[src/rtl/compute_z.sv]
// compute_z: multi-cycle unit producing z = floor(sqrt(a)) + b^3 on unsigned
// operands, using a restoring digit-by-digit square-root engine, one
// shift-add multiplier used twice (b*b, then b^2*b) and a final wide adder.
//
// Configuration macro: COMPUTE_Z_SAT_EN
//   defined   -> z saturates to 2^WIDTH-1 on overflow
//   undefined -> z wraps (sum mod 2^WIDTH)
//   ovf_o reports overflow in both builds; latency is identical.
//
// Ports:
//   clk    - clock, rising edge
//   rst    - asynchronous active-high reset
//   start  - request, sampled only while idle
//   a      - square-root operand (WIDTH bits, unsigned)
//   b      - cube operand (WIDTH bits, unsigned)
//   z      - result, held until the next completion
//   busy_o - high while a computation is in progress
//   done_o - one-cycle pulse on the edge z is written
//   ovf_o  - exact result exceeded 2^WIDTH-1; held until next start
//
// Latency: start sampled on edge 0, z/done_o written on edge
// 1 + WIDTH/2 + 2*WIDTH.

module compute_z #(
  parameter int WIDTH = 8
) (
  input  logic             clk,
  input  logic             rst,
  input  logic             start,
  input  logic [WIDTH-1:0] a,
  input  logic [WIDTH-1:0] b,
  output logic [WIDTH-1:0] z,
  output logic             busy_o,
  output logic             done_o,
  output logic             ovf_o
);

  localparam int HW = WIDTH / 2;
  localparam int RW = HW + 1;
  localparam int PW = 3 * WIDTH;
  localparam int CW = $clog2(WIDTH) + 1;

  typedef enum logic [2:0] {
    S_IDLE = 3'd0,
    S_SQRT = 3'd1,
    S_MUL1 = 3'd2,
    S_MUL2 = 3'd3,
    S_SUM  = 3'd4
  } state_t;

  state_t state_q, state_d;

  logic [WIDTH-1:0] a_sh_q, a_sh_d;
  logic [WIDTH-1:0] b_q, b_d;
  logic [RW-1:0]    rem_q, rem_d;
  logic [HW-1:0]    root_q, root_d;
  logic [CW-1:0]    cnt_q, cnt_d;
  logic [PW-1:0]    mcand_q, mcand_d;
  logic [WIDTH-1:0] mplier_q, mplier_d;
  logic [PW-1:0]    acc_q, acc_d;
  logic [WIDTH-1:0] z_q, z_d;
  logic             busy_q, busy_d;
  logic             done_q, done_d;
  logic             ovf_q, ovf_d;

  // Combinational helpers for the datapath stages.
  logic [RW+1:0]    rem_sh;
  logic [RW+1:0]    trial;
  logic [PW-1:0]    acc_add;
  logic [PW:0]      sum;

  // State register.
  always_ff @(posedge clk or posedge rst) begin
    if (rst) begin
      state_q <= S_IDLE;
    end else begin
      state_q <= state_d;
    end
  end

  // Datapath and output registers.
  always_ff @(posedge clk or posedge rst) begin
    if (rst) begin
      a_sh_q   <= '0;
      b_q      <= '0;
      rem_q    <= '0;
      root_q   <= '0;
      cnt_q    <= '0;
      mcand_q  <= '0;
      mplier_q <= '0;
      acc_q    <= '0;
      z_q      <= '0;
      busy_q   <= 1'b0;
      done_q   <= 1'b0;
      ovf_q    <= 1'b0;
    end else begin
      a_sh_q   <= a_sh_d;
      b_q      <= b_d;
      rem_q    <= rem_d;
      root_q   <= root_d;
      cnt_q    <= cnt_d;
      mcand_q  <= mcand_d;
      mplier_q <= mplier_d;
      acc_q    <= acc_d;
      z_q      <= z_d;
      busy_q   <= busy_d;
      done_q   <= done_d;
      ovf_q    <= ovf_d;
    end
  end

  // Next-state and datapath logic. The remainder only ever needs HW+1 bits
  // (it never exceeds 2*root); the two extra bits exist only during the
  // shift-and-compare of each root digit.
  always_comb begin
    state_d  = state_q;
    a_sh_d   = a_sh_q;
    b_d      = b_q;
    rem_d    = rem_q;
    root_d   = root_q;
    cnt_d    = cnt_q;
    mcand_d  = mcand_q;
    mplier_d = mplier_q;
    acc_d    = acc_q;
    z_d      = z_q;
    busy_d   = busy_q;
    done_d   = 1'b0;
    ovf_d    = ovf_q;

    rem_sh  = {rem_q, a_sh_q[WIDTH-1 -: 2]};
    trial   = {1'b0, root_q, 2'b01};
    acc_add = acc_q + (mplier_q[0] ? mcand_q : '0);
    sum     = {1'b0, acc_q} + {{(PW + 1 - HW){1'b0}}, root_q};

    unique case (state_q)
      S_IDLE: begin
        if (start) begin
          a_sh_d   = a;
          b_d      = b;
          rem_d    = '0;
          root_d   = '0;
          cnt_d    = '0;
          mcand_d  = '0;
          mplier_d = '0;
          acc_d    = '0;
          ovf_d    = 1'b0;
          busy_d   = 1'b1;
          state_d  = S_SQRT;
        end
      end

      S_SQRT: begin
        a_sh_d = {a_sh_q[WIDTH-3:0], 2'b00};
        if (rem_sh >= trial) begin
          rem_d  = RW'(rem_sh - trial);
          root_d = {root_q[HW-2:0], 1'b1};
        end else begin
          rem_d  = rem_sh[RW-1:0];
          root_d = {root_q[HW-2:0], 1'b0};
        end
        cnt_d = cnt_q + 1'b1;
        if (cnt_q == CW'(HW - 1)) begin
          cnt_d    = '0;
          mcand_d  = {{(PW - WIDTH){1'b0}}, b_q};
          mplier_d = b_q;
          acc_d    = '0;
          state_d  = S_MUL1;
        end
      end

      S_MUL1: begin
        acc_d    = acc_add;
        mcand_d  = {mcand_q[PW-2:0], 1'b0};
        mplier_d = {1'b0, mplier_q[WIDTH-1:1]};
        cnt_d    = cnt_q + 1'b1;
        // The completed square becomes the multiplicand for the cube pass.
        if (cnt_q == CW'(WIDTH - 1)) begin
          cnt_d    = '0;
          mcand_d  = acc_add;
          mplier_d = b_q;
          acc_d    = '0;
          state_d  = S_MUL2;
        end
      end

      S_MUL2: begin
        acc_d    = acc_add;
        mcand_d  = {mcand_q[PW-2:0], 1'b0};
        mplier_d = {1'b0, mplier_q[WIDTH-1:1]};
        cnt_d    = cnt_q + 1'b1;
        if (cnt_q == CW'(WIDTH - 1)) begin
          cnt_d   = '0;
          state_d = S_SUM;
        end
      end

      S_SUM: begin
        ovf_d = |sum[PW:WIDTH];
`ifdef COMPUTE_Z_SAT_EN
        z_d = ovf_d ? {WIDTH{1'b1}} : sum[WIDTH-1:0];
`else
        z_d = sum[WIDTH-1:0];
`endif
        done_d  = 1'b1;
        busy_d  = 1'b0;
        state_d = S_IDLE;
      end

      default: begin
        busy_d  = 1'b0;
        state_d = S_IDLE;
      end
    endcase
  end

  assign z      = z_q;
  assign busy_o = busy_q;
  assign done_o = done_q;
  assign ovf_o  = ovf_q;

endmodule
[config.mk]
export PLATFORM = sky130hd
export DESIGN_NAME = compute_z
export DESIGN_NICKNAME = d
export VERILOG_FILES = /design/src/rtl/compute_z.sv
export SDC_FILE = /design/constraint.sdc
export NUM_CORES = 1
export LEC_CHECK = 0
export CAP_MARGIN = 20
export CORE_ASPECT_RATIO = 0.8
export CORE_MARGIN = 2
export CORE_UTILIZATION = 50
export CTS_CLUSTER_DIAMETER = 60
export DETAILED_ROUTE_END_ITERATION = 7
export GPL_ROUTABILITY_DRIVEN = 0
export PLACE_DENSITY = 0.71
export SYNTH_ARGS = -nofsm -noshare
export SYNTH_HDL_FRONTEND = slang
export SYNTH_SLANG_ARGS = --single-unit
[constraint.sdc]
create_clock -name clk -period 3.5 [get_ports clk]
set_input_delay 0.7 -clock clk [delete_from_list [all_inputs] [get_ports clk]]
set_output_delay 0.7 -clock clk [all_outputs]
set_load 0.005 [all_outputs]
==> results by group, run 1 <==
Pwr
  • Combinational Power Share: 0.493
  • Seq pwr share: 0.347
  • Internal power: 3.48 mW
  • Leakage dissipation: 3.12 nW
  • Maximum VDD drop: 504 uV
  • Clock power frac: 0.160
  • Switching Power: 2.66 mW
  • Pwr dens: 887 nW/um^2
  • Sw Ratio: 0.433

Route
  • DRC: 0
  • ANT nets after route: 0
  • Vias: 5350
  • WL per Instance: 16.9 um
  • Vias per std cell: 6.08
  • DRT Pass-1 Iters: 5
  • Number of DRC markers in iteration 0: 475
  • Final wirelength: 14900 um

Global route
  • Initial antenna violation count: 0
  • Gr usage total: 0.236
  • First-pass GRT wire length: 24500 um
  • GRT busiest layer: met2
  • Met3 usage in global routing: 0.0535
  • Grt met2 use: 0.349
  • Number of global-route vias before repair: 4819
  • Largest net degree at the start of global routing: 61
  • GR Util met1: 0.349
  • Total grt overflow: 0

Clock tree
  • Clock transition at the registers of the reported paths: 70 ps
  • Cts bufs inserted: 9
  • TritonCTS clock tree: done
  • Sink Count: 99
  • Post-CTS sizing: 0
  • Post CTS Setup Buffer Count: 0
  • CTS root buf: clkbuf_16
  • Clock latency on the worst-skew pair: 350 ps
  • Hold Buf Count CTS: 0
  • Clk buf depth: 2
  • H-tree level count: 3

Floorplan
  • FP Rows: 36
  • Die Wd: 128 um
  • Core Area: 12100 um^2
  • Die Y-Extent: 103 um
  • Starting Density: 0.509
  • Die ar.: 13200 um^2
  • IO Count: 30

Timing
  • Fin. Hold Viols: 0
  • Worst slew margin: 0.311
  • Final Critical Period: 3120 ps
  • Fin Setup TNS: 0 ps
  • Slew @ Worst Pin: 1030 ps
  • Period utilization: 0.892
  • Clk_skew: 7.79 ps
  • Pins Over Slew Limit: 0
  • F_max: 320 MHz
  • RSZ-0062 raised after global routing: no
  • Final setup fails: 0

Status
  • Run status: finished, final reports clean

Finish
  • Syn-to-layout area delta: 12.2%
  • Fin nets: 779
  • Most common cell after layout, fill and taps aside: nand2_1
  • Non-Filler Instances: 880
  • Most frequent cells in the layout: nand2_1 (109), dfrtp_1 (99), o21ai_0 (65), nor2_1 (56), a21oi_1 (35)
  • Share of layout cells above drive strength 1: 0.0508
  • N_diodes: 0
  • Filler cell count: 1057
  • Multi-input logic area: 3480 um^2
  • Area taken by flip-flops and latches: 2480 um^2

Synth
  • EDFF count, synth: 0
  • Gate count after technology mapping: 705
  • Post-synthesis average cell area: 8.74 um^2
  • Syn. warnings: 0
  • Synthesized area: 6160 um^2
  • Register bit total from synthesis: 99
  • Predominant post-synthesis flop cell: dfrtp_1
  • Unique cell type count in the Yosys netlist: 62
  • Sequential element share of the synthesized area: 0.402
  • Ys async rst share: 1.00
  • Mapped Nets: 760

Worst setup path
  • CP required: 3770 ps
  • Crit. End Element: flip-flop
  • CP Data Arrival Time: 3390 ps
  • Kind of critical path: flip-flop to flip-flop
  • Crit Path Max Fanout: 20
  • Crit path launch type: flip-flop

Flow run
  • Max Cap Viol: 0

Placement
  • # port buffers: 29
  • Detailed Place HPWL: 10800 um
  • # placed instances: 865

Worst hold path
  • Hold Crit Class: flip-flop to flip-flop
## synthesized netlist by cell type (all sizes together) (3+ instances only)
library cell | number | area, um^2
nand2 | 109 | 409
dfrtp | 99 | 2480
o21ai | 65 | 325
nor2 | 58 | 220
a21oi | 35 | 175
ha | 34 | 425
inv | 26 | 97.6
and2 | 24 | 150
clkbuf | 24 | 90.1
xnor2 | 18 | 158
a22o | 17 | 150
a31oi | 17 | 106
xor2 | 16 | 140
a21o | 15 | 113
nor3 | 15 | 75.1
nand3 | 14 | 70.1
a221oi | 11 | 96.3
a211oi | 9 | 67.6
a22oi | 9 | 67.6
a222oi | 7 | 70.1
nand2b | 7 | 43.8
buf | 5 | 22.5
nand4 | 5 | 37.5
a41oi | 4 | 35.0
and3 | 4 | 25.0
nor2b | 4 | 25.0
o21bai | 4 | 30.0
o22ai | 4 | 25.0
or2 | 4 | 25.0
or3 | 4 | 25.0
and4 | 3 | 27.5
nor4 | 3 | 25.0
o211ai | 3 | 22.5
## final cells by class
cell class	count	area share
Inverter	26	0.0145
Clock inverter	4	0.00742
Sequential cell	99	0.358
Multi-Input combinational cell	551	0.503
Timing Repair Buffer	37	0.0543
Tap cell	152	0.0275
Clock buffer	11	0.0351
## kinds of logic (layout without fill, tap and decap cells)
kind of cell	count (synthesis)	count (layout)	synth area share
compound gates	219	219	0.238
xor+xnor	35	35	0.0522
fa+ha+maj	36	36	0.0755
buf+inv	55	78	0.0341
flops	99	99	0.402
mux	3	3	0.00528
simple gates	258	258	0.193
## path summary, 6_finish.rpt
path                             startpoint     endpoint  slack (ps)  cells past startpoint
worst max-delay path            mplier_q[0]    acc_q[23]         380                     10
worst min-delay path            mplier_q[7]  mplier_q[7]         490                      2
worst min register to register  mplier_q[7]  mplier_q[7]         490                      2
max in group asynchronous               rst  mcand_q[16]        2040                      3
min in group asynchronous               rst     rem_q[0]         770                      2
worst max register to register  mplier_q[0]    acc_q[23]         380                     10
## stage by stage
| stage | power [mW] | hold WS [ps] | setup WS (ps) | util | area (um^2) |
|---|---|---|---|---|---|
| 3_3_place_gp | 5.00 | 462 | 257 | 0.546 | 6620 |
| 4_1_cts | 6.13 | 488 | 480 | 0.571 | 6920 |
| 6_report | 6.14 | 486 | 379 | 0.571 | 6920 |
| 5_1_grt | 6.64 | 525 | 273 | 0.571 | 6920 |
| 3_5_place_dp | 5.12 | 472 | 180 | 0.546 | 6620 |
| 2_1_floorplan | 4.26 | 450 | 210 | - | 6160 |
## power groups by stage
stage / Sequential [mW] / Clock, mW / Combinational (mW)
floorplan: 1.95 / 0 / 2.31
global placement: 2.11 / 0 / 2.89
detailed placement: 2.14 / 0 / 2.99
CTS: 2.12 / 1.01 / 3.00
global route: 2.19 / 1.06 / 3.38
finish: 2.13 / 0.984 / 3.02
## sequential cells by signal (all words and copies together), names as in the netlist, 3 cells and up
register,flops
acc_q,24
mcand_q,24
a_sh_q,8
b_q,8
mplier_q,8
z,8
rem_q,5
cnt_q,4
root_q,4
state_q,3
## critical path: stages, from the launching register on
cell and delay, ps:
dfrtp_1 430, buf_4 220, and2_1 190, ha_1 370, o21ai_0 250, nor2_1 100, o41ai_1 500, nand4_1 270
nand3_1 160, or4b_1 440, o211ai_1 100
## routing by layer
metal | routed length [um] | vias to the layer above | part of all wire
met3 | 1200 | 17 | 0.081
li1 | - | 2600 | -
met5 | 0 | - | 0
met1 | 7210 | 2549 | 0.49
met4 | 242 | 0 | 0.016
met2 | 6210 | 184 | 0.42
No activity file was read; power rests on OpenSTA's default activity.
==> run 2, diff against run 1 <==
Settings changed: CORE_MARGIN 2 to unset, CTS_CLUSTER_SIZE set to 24.
==> run 2 against run 1 <==
Effect of this change:
- critical path depth up 1
- core utilization grew 1.7 points
- sequential share of layout area decreased by 0.071 points
- global-route usage up 1.2 points
- flip-flop and latch count did not move
- setup slack got worse by 88 ps
- worst hold slack lost 3.8 ps
- cell count fell by 0.34%
- via count is 1.0% lower
- cell area grew 0.20%
- sequential power hardly changed
==> results by group, run 2 (synthesis results as in run 1) <==
Timing
  • Min Hold Slack: 482 ps (was 486 ps)
  • Fin. Hold Viols: 0 (unchanged)
  • RSZ-0062 raised after global routing: no (unchanged)
  • Final Critical Period: 3210 ps (was 3120 ps)
  • Final setup fails: 0 (unchanged)
  • Clk_skew: 9.84 ps (was 7.79 ps)
  • Fin Setup TNS: 0 ps (unchanged)
  • Slew @ Worst Pin: 976 ps (was 1030 ps)
  • Worst slew margin: 0.347 (was 0.311)
  • Period utilization: 0.917 (was 0.892)
  • Pins Over Slew Limit: 0 (unchanged)
  • F_max: 312 MHz (was 320 MHz)

Worst setup path
  • WP buf/inv: 1 (unchanged)
  • Crit path launch type: flip-flop (unchanged)
  • Slowest Stage Delay on Critical Path: 560 ps (was 500 ps)
  • CP top delay family: compound AO/OA/AOI/OAI gates (was simple AND/OR/NAND/NOR gates)
  • CP Cell Sequence: and2_1, ha_1, inv_1, fa_1, nor2b_1, o31a_1, o31ai_1, nand3_1, a41oi_1, xnor2_1, a22o_1 (was buf_4, and2_1, ha_1, o21ai_0, nor2_1, o41ai_1, nand4_1, nand3_1, or4b_1, o211ai_1)
  • CP Data Arrival Time: 3450 ps (was 3390 ps)
  • CP max stage cell: dfrtp_1 (was o41ai_1)
  • Reg2Reg Setup Slack: 290 ps (was 380 ps)
  • Crit. End Element: flip-flop (unchanged)
  • Kind of critical path: flip-flop to flip-flop (unchanged)
  • CP required: 3740 ps (was 3770 ps)
  • Crit Path Max Fanout: 16 (was 20)

Clock tree
  • Cts bufs inserted: 9 (unchanged)
  • CTS root buf: clkbuf_16 (unchanged)
  • TritonCTS clock tree: done (unchanged)
  • Hold Buf Count CTS: 0 (unchanged)
  • Clock latency on the worst-skew pair: 340 ps (was 350 ps)
  • Post-CTS sizing: 0 (unchanged)
  • Sink Count: 99 (unchanged)
  • Clk buf depth: 2 (unchanged)
  • Clock transition at the registers of the reported paths: 70 ps (about the same)
  • H-tree level count: 3 (unchanged)
  • Post CTS Setup Buffer Count: 0 (unchanged)

Route
  • Number of DRC markers in iteration 0: 495 (was 475)
  • Vias: 5295 (was 5350)
  • DRC: 0 (unchanged)
  • Met3 WL: 1150 um (was 1200 um)
  • Wl on met1: 7480 um (was 7210 um)
  • Top layer in use: met4 (unchanged)
  • Final wirelength: 14900 um (about the same)
  • WL per Instance: 17.0 um (was 16.9 um)
  • Vias per std cell: 6.04 (was 6.08)
  • DRT Pass-1 Iters: 6 (was 5)
  • Routed wl met2: 6100 um (was 6210 um)
  • ANT nets after route: 0 (unchanged)

Pwr
  • Leakage dissipation: 3.13 nW (was 3.12 nW)
  • Maximum VDD drop: 526 uV (was 504 uV)
  • Clock power frac: 0.168 (was 0.160)
  • Sw Ratio: 0.434 (was 0.433)
  • Switching Power: 2.68 mW (was 2.66 mW)
  • Pwr dens: 892 nW/um^2 (was 887 nW/um^2)
  • Seq pwr share: 0.347 (about the same)
  • Internal power: 3.50 mW (was 3.48 mW)
  • Combinational Power Share: 0.485 (was 0.493)

Finish
  • N_diodes: 0 (unchanged)
  • Fin nets: 779 (unchanged)
  • Most common cell after layout, fill and taps aside: nand2_1 (unchanged)
  • Largest registers: acc_q x24, mcand_q x24 (unchanged)
  • Syn-to-layout area delta: 12.4% (was 12.2%)
  • Final core utilization: 0.588 (was 0.571)
  • Most frequent cells in the layout: nand2_1 (109), dfrtp_1 (99), o21ai_0 (65), nor2_1 (56), a21oi_1 (35) (unchanged)
  • Share of layout cells above drive strength 1: 0.0535 (was 0.0508)
  • Area taken by flip-flops and latches: 2480 um^2 (unchanged)
  • Filler cell count: 1043 (was 1057)
  • Multi-input logic area: 3480 um^2 (unchanged)

Floorplan
  • IO Count: 30 (unchanged)
  • Die ar.: 12800 um^2 (was 13200 um^2)
  • Die Y-Extent: 101 um (was 103 um)
  • Starting Density: 0.523 (was 0.509)
  • Die Wd: 126 um (was 128 um)
  • FP Rows: 35 (was 36)
  • Core Area: 11800 um^2 (was 12100 um^2)

Global route
  • Gr usage total: 0.248 (was 0.236)
  • Largest net degree at the start of global routing: 61 (unchanged)
  • Initial antenna violation count: 0 (unchanged)
  • Total grt overflow: 0 (unchanged)
  • First-pass GRT wire length: 24900 um (was 24500 um)
  • Number of global-route vias before repair: 4885 (was 4819)

Placement
  • # port buffers: 29 (unchanged)
  • Detailed Place HPWL: 10700 um (was 10800 um)

Worst hold path
  • Hold Crit Class: flip-flop to flip-flop (unchanged)

Flow run
  • Max Cap Viol: 0 (unchanged)

Status
  • Run status: finished, final reports clean (unchanged)
==> run 2: power groups by stage <==
stage	logic [mW]	clock network, mW	registers, mW
after detailed placement	2.95	0	2.15
after floorplan	2.31	0	1.95
final	3.00	1.04	2.15
after global routing	3.38	1.11	2.21
after global placement	2.86	0	2.13
after CTS	2.97	1.06	2.13
==> run 2: worst register-to-register path, delay by kind of cell, from the launching register on <==
kind / cells / cell delay, ps
compound gates: 4 / 1280
simple gates: 3 / 640
flops: 1 / 560
fa+ha+maj: 2 / 410
xor+xnor: 1 / 140
buf+inv: 1 / 70
==> run 2: path summary, 6_finish.rpt <==
path / to / depth (start not counted) / start
min reg2reg: z[4] / 2 / z[4]
min in group asynchronous: rem_q[2] / 2 / rst
max: acc_q[20] / 11 / mplier_q[0]
max reg2reg: acc_q[20] / 11 / mplier_q[0]
max in group asynchronous: mcand_q[16] / 3 / rst
min: z[4] / 2 / z[4]
==> run 2: routing by layer <==
| layer | up-vias | track usage |
|---|---|---|
| met4 | 0 | 0.0667 |
| li1 | 2591 | - |
| met2 | 199 | 0.363 |
| met5 | - | 0 |
| met1 | 2487 | 0.374 |
| met3 | 18 | 0.0486 |
==> run 2: layout make-up <==
type | instances | area share
Clock buffer | 11 | 0.0365
Clock inverter | 5 | 0.00867
Inverter | 26 | 0.0144
Multi-Input combinational cell | 551 | 0.502
Sequential cell | 99 | 0.358
Tap cell | 148 | 0.0267
Timing Repair Buffer | 37 | 0.0542
==> run 2: per-stage QoR <==
| stage | instance area (um^2) | instances | total power, mW | worst slack (ps) |
|---|---|---|---|---|
| global route | 6930 | 877 | 6.70 | 147 |
| floorplan | 6160 | 705 | 4.26 | 210 |
| global placement | 6620 | 861 | 5.00 | 328 |
| CTS | 6930 | 877 | 6.17 | 343 |
| finish | 6930 | 877 | 6.18 | 291 |
| detailed placement | 6620 | 861 | 5.10 | 189 |
